`src/rtl/counter_ctrl_pkg.sv`:
```
// Shared types for the run/pause/single-step counter sequencer.
package counter_ctrl_pkg;

   typedef enum logic [2:0] {
      IDLE  = 3'd0,
      RUN   = 3'd1,
      PAUSE = 3'd2,
      CLEAR = 3'd3,
      DONE  = 3'd4
   } ctrl_state_t;

   // Prescaler counter width; a 1-bit counter is kept even when PRESCALE is 1.
   function automatic int pre_width(input int prescale);
      return (prescale > 1) ? $clog2(prescale) : 1;
   endfunction

endpackage

```
`src/rtl/counter_ctrl_if.sv`:
```
// Control/status bundle between user controls, the sequencer and the counter datapath.
interface counter_ctrl_if #(
   parameter int WIDTH = 8
);
   logic             start;
   logic             stop;
   logic             single;
   logic             clear;
   logic [WIDTH-1:0] limit;
   logic [WIDTH-1:0] count;
   logic             step;
   logic             cnt_clr;
   logic             busy;
   logic             done;

   modport master (
      output start, stop, single, clear, limit, count,
      input  step, cnt_clr, busy, done
   );

   modport slave (
      input  start, stop, single, clear, limit, count,
      output step, cnt_clr, busy, done
   );
endinterface

```
`src/rtl/counter_ctrl_tick_gen.sv`:
```
// Step prescaler: free-runs 0..PRESCALE-1 while enabled, holds otherwise.
// tick is a same-cycle decode of the registered phase; no backpressure.
module tick_gen
   import counter_ctrl_pkg::*;
#(
   parameter int PRESCALE = 4
) (
   input  logic clk,
   input  logic rst,
   input  logic en,
   input  logic restart,
   output logic tick
);
   localparam int PW = pre_width(PRESCALE);
   localparam logic [PW-1:0] PRE_LAST = PW'(PRESCALE - 1);

   logic [PW-1:0] pre_q, pre_d;

   always_comb begin
      pre_d = pre_q;
      if (restart) begin
         pre_d = '0;
      end else if (en) begin
         pre_d = (pre_q == PRE_LAST) ? '0 : pre_q + 1'b1;
      end
   end

   always_ff @(posedge clk or posedge rst) begin
      if (rst) begin
         pre_q <= '0;
      end else begin
         pre_q <= pre_d;
      end
   end

   assign tick = en && (pre_q == PRE_LAST);
endmodule

```
`src/rtl/counter_ctrl.sv`:
```
// Run/pause/single-step sequencer driving the step counter; state changes one edge after a command.
// step is combinational from state, prescaler phase, count and single; busy/done/cnt_clr are registered-state decodes.
module counter_ctrl
   import counter_ctrl_pkg::*;
#(
   parameter int WIDTH    = 8,
   parameter int PRESCALE = 4
) (
   input  logic         clk,
   input  logic         rst,
   counter_ctrl_if.slave bus
);
   ctrl_state_t      state_q, state_d;
   logic             single_q;
   logic [WIDTH-1:0] count_w, limit_w;
   logic             at_limit, single_ok, tick, restart, step_c;

   assign count_w  = bus.count;
   assign limit_w  = bus.limit;
   assign at_limit = (count_w == limit_w);
   // A single-step only fires when no higher-priority command is present.
   assign single_ok = bus.single && !single_q && !at_limit
                      && !bus.clear && !bus.stop && !bus.start;

   tick_gen #(
      .PRESCALE (PRESCALE)
   ) u_tick_gen (
      .clk     (clk),
      .rst     (rst),
      .en      (state_q == RUN),
      .restart (restart),
      .tick    (tick)
   );

   always_comb begin
      state_d = state_q;
      step_c  = 1'b0;
      restart = 1'b0;
      case (state_q)
         IDLE: begin
            step_c = single_ok;
            if (bus.clear) begin
               state_d = CLEAR;
            end else if (bus.start) begin
               state_d = RUN;
               restart = 1'b1;
            end
         end
         RUN: begin
            step_c = tick && !at_limit;
            if (bus.clear) begin
               state_d = CLEAR;
            end else if (bus.stop) begin
               state_d = PAUSE;
            end else if (at_limit) begin
               state_d = DONE;
            end
         end
         PAUSE: begin
            step_c = single_ok;
            if (bus.clear) begin
               state_d = CLEAR;
            end else if (bus.start) begin
               state_d = RUN;
            end
         end
         CLEAR: state_d = IDLE;
         DONE: begin
            if (bus.clear) begin
               state_d = CLEAR;
            end
         end
         default: state_d = IDLE;
      endcase
   end

   always_ff @(posedge clk or posedge rst) begin
      if (rst) begin
         state_q  <= IDLE;
         single_q <= 1'b0;
      end else begin
         state_q  <= state_d;
         single_q <= bus.single;
      end
   end

   assign bus.step    = step_c;
   assign bus.cnt_clr = (state_q == CLEAR);
   assign bus.busy    = (state_q == RUN);
   assign bus.done    = (state_q == DONE);
endmodule

```
`src/flat_wrapper.sv`:
```
// flat-port wrapper written by rule: the top's interface ports become plain ports
module counter_ctrl_flat import counter_ctrl_pkg::*;
#(
   parameter int WIDTH    = 8,
   parameter int PRESCALE = 4
)
  (clk, rst, bus_start, bus_stop, bus_single, bus_clear, bus_limit, bus_count, bus_step, bus_cnt_clr, bus_busy, bus_done);
  counter_ctrl_if #(.WIDTH(WIDTH)) bus_i ();
  input  logic clk;
  input  logic rst;
  input wire logic [$bits(bus_i.start)-1:0] bus_start;
  input wire logic [$bits(bus_i.stop)-1:0] bus_stop;
  input wire logic [$bits(bus_i.single)-1:0] bus_single;
  input wire logic [$bits(bus_i.clear)-1:0] bus_clear;
  input wire logic [$bits(bus_i.limit)-1:0] bus_limit;
  input wire logic [$bits(bus_i.count)-1:0] bus_count;
  output wire logic [$bits(bus_i.step)-1:0] bus_step;
  output wire logic [$bits(bus_i.cnt_clr)-1:0] bus_cnt_clr;
  output wire logic [$bits(bus_i.busy)-1:0] bus_busy;
  output wire logic [$bits(bus_i.done)-1:0] bus_done;
  assign bus_i.start = bus_start;
  assign bus_i.stop = bus_stop;
  assign bus_i.single = bus_single;
  assign bus_i.clear = bus_clear;
  assign bus_i.limit = bus_limit;
  assign bus_i.count = bus_count;
  assign bus_step = bus_i.step;
  assign bus_cnt_clr = bus_i.cnt_clr;
  assign bus_busy = bus_i.busy;
  assign bus_done = bus_i.done;
  counter_ctrl #(.WIDTH(WIDTH), .PRESCALE(PRESCALE)) u_core (.clk(clk), .rst(rst), .bus(bus_i));
endmodule
```
`config.mk`:
```
export PLATFORM = sky130hd
export DESIGN_NAME = counter_ctrl_flat
export DESIGN_NICKNAME = d
export VERILOG_FILES = /design/src/rtl/counter_ctrl_pkg.sv /design/src/rtl/counter_ctrl_if.sv /design/src/rtl/counter_ctrl_tick_gen.sv /design/src/rtl/counter_ctrl.sv /design/src/flat_wrapper.sv
export SDC_FILE = /design/constraint.sdc
export NUM_CORES = 1
export LEC_CHECK = 0
export BUFFER_PORTS_ARGS = -buffer_cell sky130_fd_sc_hd__buf_2
export CORE_AREA = 2 2 39 41
export DETAILED_ROUTE_END_ITERATION = 16
export DIE_AREA = 0 0 41 43
export PLACE_DENSITY = 0.7
export SYNTH_ARGS = -nofsm -noshare
export SYNTH_HDL_FRONTEND = slang
export SYNTH_SLANG_ARGS = --single-unit
```
`constraint.sdc`:
```
create_clock -name clk -period 1.3 [get_ports clk]
set_input_delay 0.13 -clock clk [delete_from_list [all_inputs] [get_ports clk]]
set_output_delay 0.13 -clock clk [all_outputs]
set_load 0.02 [all_outputs]
```
After elaboration in Yosys (flattened, before gate mapping):

Cells that the tools add are included.

* add/subtract/negate cells: 1
* equality and inequality tests: 9
* muxes and demuxes: 14
* reductions and logical operators: 16

Operators by type and width (number)
* 3-bit 2-to-1 mux: 6
* 3-bit one-hot mux with 3 select lines: 1
* 8-bit equality test: 1
* 1-bit logical AND: 7
* 3-bit by 2-bit equality test with 1-bit output, second input constant: 2
* 2-bit 2-to-1 mux: 3
* 1-bit logical NOT: 5
* 4-bit by 3-bit != test with 1-bit output, second input constant: 1
* 3-bit by 1-bit equality test with 1-bit output, second input constant: 1
* 3-bit equality test, second input constant: 1
* 3-bit logical NOT: 1
* 1-bit 2-to-1 mux: 3
* 3-bit by 1-bit != test with 1-bit output, second input constant: 1
* 3-bit AND reduction: 1
* 2-bit by 1-bit adder with 2-bit output, second input constant: 1
* 2-bit equality test, second input constant: 1
* 2-bit != test, second input constant: 1
* 1-bit one-hot mux with 2 select lines: 1
* 2-bit nonzero test: 1
* 2-bit OR reduction: 1

* register bits after elaboration: 6
* logic and storage cells: 43

Depth between registers and ports, before layout:

* depth in word-level cells: 7
* mapped depth: 5

Hierarchy:

From an unflattened synthesis, not the netlist that was laid out.

* cell total of the unflattened synthesis: 56
* area, all modules: 499.2 µm²

By module, submodules not included
* counter_ctrl: times used 1, cells an instance 46, area each 389.1 µm², sequential area each 100.1 µm²
* tick_gen: times used 1, cells an instance 10, area each 110.1 µm², sequential area each 50.0 µm²

Worst setup path before layout:

No wires, ideal clock.

* path type: register to output
* start point: register u_core.state_q[2]
* end point: output port bus_step
* arrival: 1.311 ns
* data required time: 1.170 ns
* path slack: -0.141 ns
* cell stages (with the launch flop): 5
* path buffers: 1
* path through: dfrtp_1 buf_6 nor3b_4 nand2_1 a22oi_1

* cells in the longest elaborated chain, start to end: 4
* elaborated cells on any way between the ends: 7
* those cells by class: 2 x eq/ne; 1 x mux; 4 x reduce/logical

Ends and longest elaborated chain
* start: declaration: line counter_ctrl.sv:13 `ctrl_state_t state_q, state_d;`
* start signal: assignment: line counter_ctrl.sv:82 `state_q <= state_d;`
* 3-bit by 1-bit equality test with 1-bit output (*)
* via bus_busy: line flat_wrapper.sv:19 `output wire logic [$bits(bus_i.busy)-1:0] bus_busy;`
* 1-bit logical AND: line counter_ctrl_tick_gen.sv:36 `assign tick = en && (pre_q == PRE_LAST);`
* 1-bit logical AND: line counter_ctrl.sv:50 `step_c = tick && !at_limit;`
* 1-bit one-hot mux with 2 select lines (*): line counter_ctrl.sv:39 `case (state_q)`
* end: declaration: line flat_wrapper.sv:17 `output wire logic [$bits(bus_i.step)-1:0] bus_step;`

Mark *: on every way through the listed nets, which the timed path passes. The rest lies on a longest branch.

Final worst setup path:

* start point: register u_core.state_q[1]
* end point: output port bus_step

* cells in the longest elaborated chain, start to end: 4
* elaborated cells on any way between the ends: 7
* those cells by class: 2 x eq/ne; 1 x mux; 4 x reduce/logical

Ends and longest elaborated chain (line)
* 3-bit by 1-bit equality test with 1-bit output: counter_ctrl.sv:30, counter_ctrl.sv:39
* 1-bit logical AND: counter_ctrl_tick_gen.sv:36
* 1-bit logical AND: counter_ctrl.sv:50
* 1-bit one-hot mux with 2 select lines (*): counter_ctrl.sv:39

Mark *: on every way between the ends. The rest lies on a longest branch, timed or not.

==> flow_summary.json <==
{
  "finalHoldViolations": 0,
  "synth_area_leader": "dfrtp_1",
  "via_count": 510,
  "clock.fmax_mhz": 716,
  "ctsRootBufferMaster": "clkbuf_4",
  "dpl-instance-area_um2": 649,
  "buffer_ports.inserted": 25,
  "crit_path_start_kind": "register",
  "dieHeight_um": 43,
  "critical_path.cell_chain": "nor3b_4 -> nand2_1 -> a22oi_2 -> buf_6",
  "synth.cell_area_um2": 488,
  "cts_tree": "yes",
  "yosys.cell_count.top_type": "xor2_1",
  "syn_inst": 50,
  "worst_path_required_time_ns": 1.17,
  "first_iter_violations": 3,
  "drv_cap": 0,
  "clock_sinks": 6,
  "synthTopCellsByCount": "xor2_1, dfrtp_1, nor2_1",
  "antenna_cells": 0,
  "yosysTopAreaCellShare_pct": 30.8,
  "dp.final_hpwl_um": 867,
  "grt_first_pass_wirelength_mm": 1.55,
  "ir_worst_vdd_mv": 0.504,
  "most_used_flip_flop_cell_after_synthesis": "dfrtp_1",
  "wl_per_cell_um": 11.3,
  "grt_overflow": 0,
  "finalNetCount": 111,
  "fp-row-count": 14,
  "worstSetupEndpointType": "primary output",
  "area_delta_synth_final_pct": 62.3,
  "worst-endpoint-arrival_ns": 1.27,
  "clock_insertion_delay_at_the_later_pin_of_the_skew_report_ns": 0.24,
  "synthTopCellsByArea": "dfrtp_1, xor2_1, nor4_4",
  "critPathKind": "register to primary output",
  "vias_in_the_first_global_route": 424,
  "crit_path_leading_delay_family": "flip-flops",
  "cp_max_fo": 3,
  "postRouteAntennaNets": 0,
  "setup_viol": 4,
  "timing.setup.tns_ns": -0.168,
  "cp_slowest_stage_delay_ns": 0.42,
  "synth-seq-cells": 6,
  "postSynth.asyncResetShare_pct": 100,
  "post_synth.cell_area_avg_um2": 9.76,
  "postLayoutSetupSlackWorst_ns": -0.0964,
  "numCtsBuffers": 3,
  "grt_antenna_before_repair": 0,
  "cts_max_level": 1,
  "power_density_nw_per_um2": 1490,
  "number_of_ports_placed_on_the_die_boundary": 26,
  "finalWeightedCongestion": 0.743,
  "grt_max_degree": 8,
  "post_synth_num_cell_types": 24,
  "cts.clk_slew.worst_paths_ns": 0.04,
  "number_of_synthesized_flops_with_an_enable_pin": 0,
  "total_die_area_um2": 1760,
  "drive_gt1_share_pct": 57.0,
  "placement.setup.worst_slack_ns": -0.0435,
  "vias_per_cell": 5.00,
  "final.setup_skew_ns": 0.00766,
  "max-clock-path-buffers": 2,
  "hold_class": "input pin to register",
  "placeableCoreArea_um2": 1380,
  "rsz_0062_raised_after_global_routing": "true",
  "timing.final.crit_period_ns": 1.40,
  "finalPower_mw": 1.18,
  "yosys_warnings": 0,
  "status": "finished, violations left",
  "tritonroute_pass_1_iters": 3,
  "relSlewSlack_pct": 75.9,
  "violated_checks": "setup timing",
  "worstMarginPinSlew_ns": 0.359,
  "initial_standard_cell_utilization_of_the_core_pct": 35.3,
  "drc_markers": 0,
  "detail_route.wirelength_mm": 1.15,
  "power.static_leakage_nw": 0.385,
  "layout.cell_area.non_filler_um2": 792,
  "standard_cell_with_the_maximum_stage_delay_on_the_critical_path": "dfrtp_1",
  "period_share_pct": 107,
  "postSynthNetCount": 73,
  "seq_area_frac_synth_pct": 30.8,
  "worstPathBufferInverterCount": 1,
  "post-route-util_pct": 57.2,
  "die_width_um": 41,
  "grt.total_usage_pct": 13.2,
  "final_max_slew_viol_count": 0
}
[sequential cells by signal (all words and copies together) (netlist names)]
| signal | cells |
|---|---|
| u_core.state_q | 3 |
| u_core.u_tick_gen.pre_q | 2 |
| u_core.single_q | 1 |
[cells in the final DEF, fill, tap and decap left out, types with 2 or more instances in the layout]
cell,netlist,routed
dfrtp_1,6,5
a21oi_1,3,2
buf_2,0,21
nor2_1,6,5
xor2_1,8,8
nor4_4,2,2
a21o_1,2,2
a22o_1,2,2
buf_4,0,6
buf_6,1,6
o21ai_0,2,2
clkbuf_4,0,3
[area by class of cell]
cell class	count	area, um2
Multi-Input combinational cell	41	363
Clock buffer	3	22.5
Sequential cell	6	151
Fill cell	121	592
Tap cell	16	20.0
Inverter	2	7.51
Timing Repair Buffer	34	228
[stage by stage]
step / instances / hold WS [ns]
floorplan: 50 / -0.0790
global placement: 93 / 0.0477
detailed placement: 93 / 0.0518
CTS: 101 / 0.00890
global route: 102 / 0.00592
finish: 102 / 0.0126
[final timing paths]
path	from	end	slack, ns	depth (start not counted)
hold reg to reg	u_core.u_tick_gen.pre_q[1]$_DFFE_PP0P_	u_core.u_tick_gen.pre_q[1]$_DFFE_PP0P_	0.51	1
max in group asynchronous	rst	u_core.state_q[2]$_DFFE_PP0P_	0.74	3
setup / recovery	u_core.state_q[1]$_DFFE_PP0P_	bus_step	-0.1	4
hold / removal	bus_single	u_core.single_q$_DFF_PP0_	0.01	1
setup reg to reg	u_core.state_q[0]$_DFFE_PP0P_	u_core.state_q[0]$_DFFE_PP0P_	-0.02	6
min in group asynchronous	rst	u_core.state_q[0]$_DFFE_PP0P_	0.34	3
[power breakdown]
group          internal, mW  total, mW  switching [mW]
combinational         0.401      0.704           0.303
clock                 0.104      0.171          0.0665
sequential            0.247      0.304          0.0565
[layer usage]
layer	up-vias	GRT usage, %	part of all wire, %
met1	236	13.3	36
li1	255	-	-
met2	17	23.4	58
met5	-	0	0
met4	0	4.00	0.78
met3	2	4.71	5.7
[worst reg2reg max path, cell delays in order (launching register included)]
cell,delay [ns]
dfrtp_1,0.41
nor3b_4,0.17
buf_4,0.14
buf_6,0.11
nand2_4,0.07
a21oi_4,0.04
a221o_1,0.27
[repair_timing]
item	in CTS	in global routing
hold buffers	1	0
gates resized for setup	8	12
buffers inserted	4	1
pin swaps	1	6
endpoints found under the hold margin	6	0
setup endpoints to repair	5	6
[kinds of logic (layout without fill, tap and decap cells)]
family | count (synthesis) | after routing | synth area share (%)
xor gates and xnor gates | 8 | 8 | 14.4
DFF | 6 | 6 | 30.8
and+or+nand+nor | 17 | 17 | 26.7
AOI/OAI and AO/OA | 15 | 15 | 21.8
adders and majority gates | 1 | 1 | 2.56
buffers and inverters | 3 | 39 | 3.85
Power figures use the tool's default switching activity.
